==> src/rtl/gray_conv_pkg.sv <==
// gray_conv_pkg: shared types and constants for the Gray/binary converter arbiter
package gray_conv_pkg;
  typedef enum logic [1:0] {IDLE, CONVERT, HOLD} arb_state_t;
  localparam logic MODE_B2G = 1'b0;
  localparam logic MODE_G2B = 1'b1;
  localparam int DEF_NREQ = 4;
  localparam int DEF_WIDTH = 4;
endpackage

==> src/rtl/gray_conv_core.sv <==
// gray_conv_core: combinational binary->Gray converter; Gray->binary only under GRAY_CONV_G2B_EN
module gray_conv_core
  import gray_conv_pkg::*;
#(
  parameter int WIDTH = DEF_WIDTH
) (
  input  logic [WIDTH-1:0] a,
  input  logic             mode,
  output logic [WIDTH-1:0] y
);
  logic [WIDTH-1:0] b2g;
  assign b2g = a ^ (a >> 1);
`ifdef GRAY_CONV_G2B_EN
  logic [WIDTH-1:0] g2b;
  // each binary bit is the parity of all Gray bits at or above it
  for (genvar i = 0; i < WIDTH; i++) begin : g_g2b
    assign g2b[i] = ^(a >> i);
  end
  assign y = (mode == MODE_G2B) ? g2b : b2g;
`else
  logic unused_mode;
  assign unused_mode = mode;
  assign y = b2g;
`endif
endmodule

==> src/rtl/gray_conv_arbiter.sv <==
// gray_conv_arbiter: round-robin sharing of one Gray/binary converter with valid/ready output
// Gray->binary mode is built only when GRAY_CONV_G2B_EN is defined.
module gray_conv_arbiter
  import gray_conv_pkg::*;
#(
  parameter int NREQ  = DEF_NREQ,
  parameter int WIDTH = DEF_WIDTH,
  parameter int IDW   = $clog2(NREQ)
) (
  input  logic                  clk,
  input  logic                  rst,
  input  logic [NREQ-1:0]       req,
  input  logic [NREQ*WIDTH-1:0] req_data,
  input  logic [NREQ-1:0]       req_mode,
  output logic [NREQ-1:0]       gnt,
  output logic                  out_valid,
  input  logic                  out_ready,
  output logic [WIDTH-1:0]      out_data,
  output logic [IDW-1:0]        out_id,
  output logic                  busy
);
  localparam logic [IDW:0]   NR   = (IDW+1)'(NREQ);
  localparam logic [IDW-1:0] LAST = IDW'(NREQ-1);
  arb_state_t state;
  logic [IDW-1:0] rr_ptr, cap_id, off, win, nxt_ptr;
  logic [IDW:0] sum;
  logic [2*NREQ-1:0] dbl;
  logic [WIDTH-1:0] cap_data, conv;
  logic cap_mode;
  // rotate requests so bit 0 is rr_ptr; lowest set bit is the winner's offset
  assign dbl = {req, req} >> rr_ptr;
  always_comb begin
    off = '0;
    for (int k = NREQ-1; k >= 0; k--)
      if (dbl[k]) off = IDW'(k);
  end
  assign sum     = {1'b0, rr_ptr} + {1'b0, off};
  assign win     = (sum >= NR) ? IDW'(sum - NR) : IDW'(sum);
  assign nxt_ptr = (cap_id == LAST) ? '0 : cap_id + 1'b1;
  assign busy    = state != IDLE;
  gray_conv_core #(.WIDTH(WIDTH)) u_core (.a(cap_data), .mode(cap_mode), .y(conv));
  always_ff @(posedge clk or posedge rst) begin
    if (rst) begin
      state     <= IDLE;
      rr_ptr    <= '0;
      cap_id    <= '0;
      cap_data  <= '0;
      cap_mode  <= MODE_B2G;
      gnt       <= '0;
      out_valid <= 1'b0;
      out_data  <= '0;
      out_id    <= '0;
    end else begin
      case (state)
        IDLE: if (|req) begin
          cap_id   <= win;
          cap_data <= req_data[win*WIDTH +: WIDTH];
          cap_mode <= req_mode[win];
          gnt      <= {{(NREQ-1){1'b0}}, 1'b1} << win;
          state    <= CONVERT;
        end
        CONVERT: begin
          gnt       <= '0;
          out_data  <= conv;
          out_id    <= cap_id;
          out_valid <= 1'b1;
          state     <= HOLD;
        end
        HOLD: if (out_ready) begin
          out_valid <= 1'b0;
          rr_ptr    <= nxt_ptr;
          state     <= IDLE;
        end
        default: state <= IDLE;
      endcase
    end
  end
endmodule

==> config.mk <==
export PLATFORM = sky130hd
export DESIGN_NAME = gray_conv_arbiter
export DESIGN_NICKNAME = d
export VERILOG_FILES = /design/src/rtl/gray_conv_pkg.sv /design/src/rtl/gray_conv_core.sv /design/src/rtl/gray_conv_arbiter.sv
export SDC_FILE = /design/constraint.sdc
export NUM_CORES = 1
export LEC_CHECK = 0
export CORE_UTILIZATION = 46
export DETAILED_ROUTE_END_ITERATION = 10
export PLACE_DENSITY_LB_ADDON = 0.3
export SYNTH_ARGS = -nofsm -noshare
export SYNTH_HDL_FRONTEND = slang
export SYNTH_SLANG_ARGS = --single-unit
export TNS_END_PERCENT = 30
==> constraint.sdc <==
create_clock -name clk -period 3.4 [get_ports clk]
set_clock_uncertainty 0.15 [all_clocks]
set_input_delay 0.85 -clock clk [delete_from_list [all_inputs] [get_ports clk]]
set_output_delay 0.85 -clock clk [all_outputs]
set_load 0.02 [all_outputs]
# After elaboration in Yosys (flattened, before gate mapping)

Cells that the tools add are included.

Register bits: 21
Input bits: 27
Output and inout bits: 12
Logic and storage cells: 44

Add/subtract/negate cells: 3
Order comparisons: 1
Eq/ne operators: 5
Shift-type cells: 3
Mux-type cells: 13
Bitwise operators: 1
Reduce and logical (&&, ||, !) cells: 10

Operators with widths:

| kind                                                                   | number |
|---|---|
| 2-bit two-way mux                                                      | 8 |
| 16-bit by 5-bit indexed part select with 4-bit output                  | 1 |
| 2-bit AND reduction                                                    | 5 |
| 4-bit one-hot mux with 2 select lines                                  | 1 |
| 8-bit by 2-bit >> shifter with 4-bit output                            | 1 |
| 2-bit one-hot mux with 3 select lines                                  | 1 |
| 2-bit nonzero test                                                     | 3 |
| 2-bit equality test (second input constant)                            | 2 |
| 4-bit two-way mux                                                      | 1 |
| 2-bit != test (second input constant)                                  | 2 |
| 4-bit OR reduction                                                     | 1 |
| 1-bit by 2-bit << shifter with 4-bit output (first input constant)     | 1 |
| 4-bit by 3-bit bitwise XOR with 4-bit output                           | 1 |
| 2-bit by 2-bit adder with 3-bit output                                 | 1 |
| 3-bit >= comparator (second input constant)                            | 1 |
| 2-bit by 1-bit adder with 2-bit output (second input constant)         | 1 |
| 2-bit by 1-bit equality test with 1-bit output (second input constant) | 1 |
| 2-bit logical NOT                                                      | 1 |
| 1-bit one-hot mux with 2 select lines                                  | 1 |
| 2-bit by 1-bit subtractor with 2-bit output (second input constant)    | 1 |
| 1-bit two-way mux                                                      | 1 |

# Longest topological paths before layout

Depth in word-level cells: 11
Gate-level depth with buffers: 11
Mapped depth without buffers: 9

# Hierarchy

Synthesis repeated with hierarchy kept, for this count alone.

Cell total of the unflattened synthesis: 147
Area total of the unflattened synthesis: 1401.3 µm²

Modules (own cells, without submodules):

| module            | instances | cells each | area each (µm²) | seq. area each (µm²) |
|---|---|---|---|---|
| gray_conv_arbiter | 1         | 143        | 1367.6          | 550.5 |
| gray_conv_core    | 1         | 4          | 33.8            | 0.0 |

# Worst setup path after synthesis

No wires, ideal clock.

Path type: input to register
From: input req[2]
To: register cap_data[0]
Library setup time: 0.128 ns
Arrival time: 2.484 ns
Required time: 3.122 ns
Path slack: 0.638 ns
Stages on the path: 10
Path through: nor2_1 and3b_1 nor2_1 o21ai_0 ha_1 clkbuf_1 mux2i_1 nor3_1 mux2i_1 nand3_1

Word-level cells in the longest chain between the ends: 9
Elaborated cells between the ends (all ways): 12
Classes of those cells: 2 x add/sub; 1 x order compare; 2 x shift; 5 x mux; 2 x reduce/logical

Ends and longest elaborated chain:

| what                                                                               | RTL line                | text |
|---|---|---|
| from (decl)                                                                        | gray_conv_arbiter.sv:12 | `input logic [NREQ-1:0] req,` |
| 8-bit by 2-bit >> shifter with 4-bit output (*)                                    | gray_conv_arbiter.sv:31 | `assign dbl = {req, req} >> rr_ptr;` |
| 2-bit two-way mux (3 in series)                                                    | gray_conv_arbiter.sv:35 | `if (dbl[k]) off = IDW'(k);` |
| 2-bit two-way mux (*)                                                              | gray_conv_arbiter.sv:35 |  |
| 2-bit by 2-bit adder with 3-bit output (*)                                         | gray_conv_arbiter.sv:37 | `assign sum = {1'b0, rr_ptr} + {1'b0, off};` |
| net sum[0]                                                                         | gray_conv_arbiter.sv:26 | `logic [IDW:0] sum;` |
| 3-bit >= comparator or 2-bit by 1-bit subtractor with 2-bit output (tied branches) | gray_conv_arbiter.sv:38 | `assign win = (sum >= NR) ? IDW'(sum - NR) : IDW'(sum);` |
| 2-bit two-way mux (*)                                                              | gray_conv_arbiter.sv:38 |  |
| 16-bit by 5-bit indexed part select with 4-bit output (*)                          | gray_conv_arbiter.sv:57 | `cap_data <= req_data[win*WIDTH +: WIDTH];` |
| to (signal assigned)                                                               | gray_conv_arbiter.sv:57 |  |
| to (decl)                                                                          | gray_conv_arbiter.sv:28 | `logic [WIDTH-1:0] cap_data, conv;` |

Mark *: on every way through the listed nets, which the timed path passes. The rest lies on a longest branch.
A chain may end at the register's enable or synchronous reset.

# Worst setup path in the final report

From: input req[2]
To: register cap_data[1]

The elaborated chain is that of the path after synthesis.

==> impl_metrics.ini <==
[outcome]
status = complete, no violations

[cts]
cts_setup_buffers = 0
cts.root.buffer_cell = clkbuf_4
htree_levels = 1
cts_tree = yes
post_cts_resized = 0
cts_buffer_depth = 2
clk_latency_ps = 310
clock_sinks = 21
clk_pin_slew_worst_paths_ps = 110
cts_buffers = 3
postCtsHoldBufs = 0

[sta]
worst_pin_slew_ps = 770
fmax_mhz = 321
setup_viol = 0
max_slew_margin_pct = 48.6
period_minus_slack_ps = 3110
fin_crit_sh_pct = 91.6
hold_viol = 0
setup_ws_ps = 285
slew_viol_final = 0
rsz0062_at_grt = false

[worst_setup_path]
r2r_end = cap_data[1]
endpoint_kind = register
arrival_ps = 3170
path_class = in2reg
crit_fanout = 9
cp_slowest_cell = ha_1
slowest_delay_ps = 570
required_ps = 3450
r2r-start = rr_ptr[0]
path_cells = clkdlybuf4s50_1 > nor2_1 > and3b_1 > nor2_1 > o21ai_0 > ha_1 > mux2i_1 > nor3_1 > mux2i_1 > nand3_1
worst-r2r-setup-slack_ps = 900
start_kind = input port
reg2regPathDepth = 8

[placed_design]
dp_slack_ps = -49.3
gp_congestion = 0.799
placed_area_um2 = 1680
port-buffer-count = 34
dp_hpwl_mm = 2.04

[final_layout]
final_cell_mix = 34 x clkdlybuf4s50_1, 21 x dfrtp_1, 18 x nor3_1, 16 x mux2i_1, 14 x nand2_1
layout_commonest_cell = clkdlybuf4s50_1
drive_above_1_share_pct = 11.4
multi_input_area_um2 = 718
nFillCells = 213
syn2layout_area_growth_pct = 30.8
insertedDiodeCount = 0
seq_area_um2 = 526
nets = 205
postLayoutCellArea_um2 = 1710

[die]
num_rows = 18
fp.dieH_um = 55.3
die-area_um2 = 3060
io_pins = 39
coreArea_um2 = 2590
initial_utilization_pct = 50.4
die_w_um = 55.3

[route]
totalWireLength_mm = 2.65
viasPerCell = 5.60
wl_per_cell_um = 12.9
dr.pass1.iters = 4
route.vias.total = 1149
post-route-drc-count = 0
drt_iter0_drc = 22
postRouteAntennaNets = 0

[hold_path]
min_path_cells = 2
hold_path_class = reg2reg
min_to = out_data[2]
min_from = out_data[2]

[global_route]
grt_first_pass_wirelength_mm = 4.84
grt_antenna_before_repair = 0
gr-usage-all-layers_pct = 19.6
grt_max_degree = 25
grt_pass1_vias = 1120
overflow = 0

[power]
p_leak_nw = 0.732
power_density_nw_per_um2 = 976
p_sw_uw = 742
vdd_drop_max_mv = 0.680
seq_power_share_pct = 29.2
p_clk_share_pct = 7.2
swShare_pct = 44.5
p_int_uw = 926
combPwrFrac_pct = 63.6

[synth]
avgSynthCellArea_um2 = 9.40
netlist_area_um2 = 1310
syn_inst = 139
synth_edf_count = 0
syn_nets = 168
ys_seq_area_share_pct = 40.2
synthArstFlopShare_pct = 100
ys.flop_type = dfrtp_1
synth-seq-cells = 21
yosysWarnings = 0
synth_cell_type_count = 32

[job]
drv_cap = 0
-- stage by stage --
stage / power, mW / setup TNS (ps) / hold slack, ps / util [%] / instances
after floorplan: 1.23 / 0 / 327 / - / 139
after global placement: 1.52 / 0 / 315 / 64.9 / 201
after detailed placement: 1.56 / -161 / 319 / 64.9 / 201
after CTS: 1.68 / 0 / 345 / 66.0 / 205
after global routing: 1.81 / 0 / 388 / 66.0 / 205
final: 1.67 / 0 / 340 / 66.0 / 205
-- state kept, by name, indices dropped and copies added, names as in the netlist --
| name | cells |
|---|---|
| cap_data | 4 |
| gnt | 4 |
| out_data | 4 |
| cap_id | 2 |
| out_id | 2 |
| rr_ptr | 2 |
| state | 2 |
| out_valid | 1 |
-- power groups by stage --
stage               combinational [mW]  clock, mW  sequential, mW
finish                            1.06      0.121           0.487
global route                      1.17      0.135           0.508
CTS                               1.07      0.123           0.487
detailed placement                1.07          0           0.494
global placement                  1.03          0           0.484
floorplan                        0.725          0           0.509
-- worst max-delay path by stage --
stage | startpoint | endpoint | slack (ps) | cells past startpoint
5_1_grt | req[2] | cap_data[3] | 100 | 10
6_report | req[2] | cap_data[1] | 290 | 10
2_1_floorplan | req[2] | cap_data[0] | 640 | 10
3_3_place_gp | req[2] | cap_data[0] | 40 | 10
3_5_place_dp | req[2] | cap_data[2] | -50 | 10
4_1_cts | req[2] | cap_data[2] | 300 | 10
-- Yosys cell counts, types with 3 or more instances --
cell | instances | area, um^2
nor3_1 | 18 | 90.1
nand3_1 | 7 | 35.0
o21ai_0 | 5 | 25.0
o21ai_1 | 3 | 15.0
a21oi_1 | 4 | 20.0
mux2_2 | 4 | 45.0
nor2_1 | 11 | 41.3
clkbuf_1 | 3 | 11.3
nand2_1 | 14 | 52.6
xnor2_1 | 4 | 35.0
nand2b_1 | 3 | 18.8
mux2i_1 | 16 | 160
inv_1 | 3 | 11.3
dfrtp_1 | 21 | 526
-- final cells by class --
cell class | count | share of cell area [%]
Clock buffer | 3 | 1.32
Clock inverter | 1 | 0.293
Inverter | 4 | 0.878
Multi-Input combinational cell | 106 | 42.0
Sequential cell | 21 | 30.7
Tap cell | 30 | 2.20
Timing Repair Buffer | 40 | 22.5
-- critical path, delay by kind of cell --
kind,cells,cell delay [ps]
AO/OA/AOI/OAI,1,90
adder cells (fa/ha/maj),1,570
buffers and inverters,1,530
multiplexers,2,490
AND/OR/NAND/NOR,5,630
-- logic make-up after synthesis --
logic type	count (synthesis)	share of synthesized area, %
AOI/OAI and AO/OA	19	9.58
DFF	21	40.2
buffers and inverters	12	4.79
and+or+nand+nor	58	21.4
adders and majority gates	2	1.92
muxes	20	15.7
xor gates and xnor gates	7	6.42
-- routing by layer --
| metal | GRT usage [%] | vias up | share of wire, % |
|---|---|---|---|
| li1 | - | 566 | - |
| met1 | 24.0 | 547 | 42 |
| met2 | 34.3 | 34 | 53 |
| met3 | 4.22 | 2 | 4.3 |
| met4 | 6.43 | 0 | 0.30 |
| met5 | 0 | - | 0 |
Power figures use the tool's default switching activity.
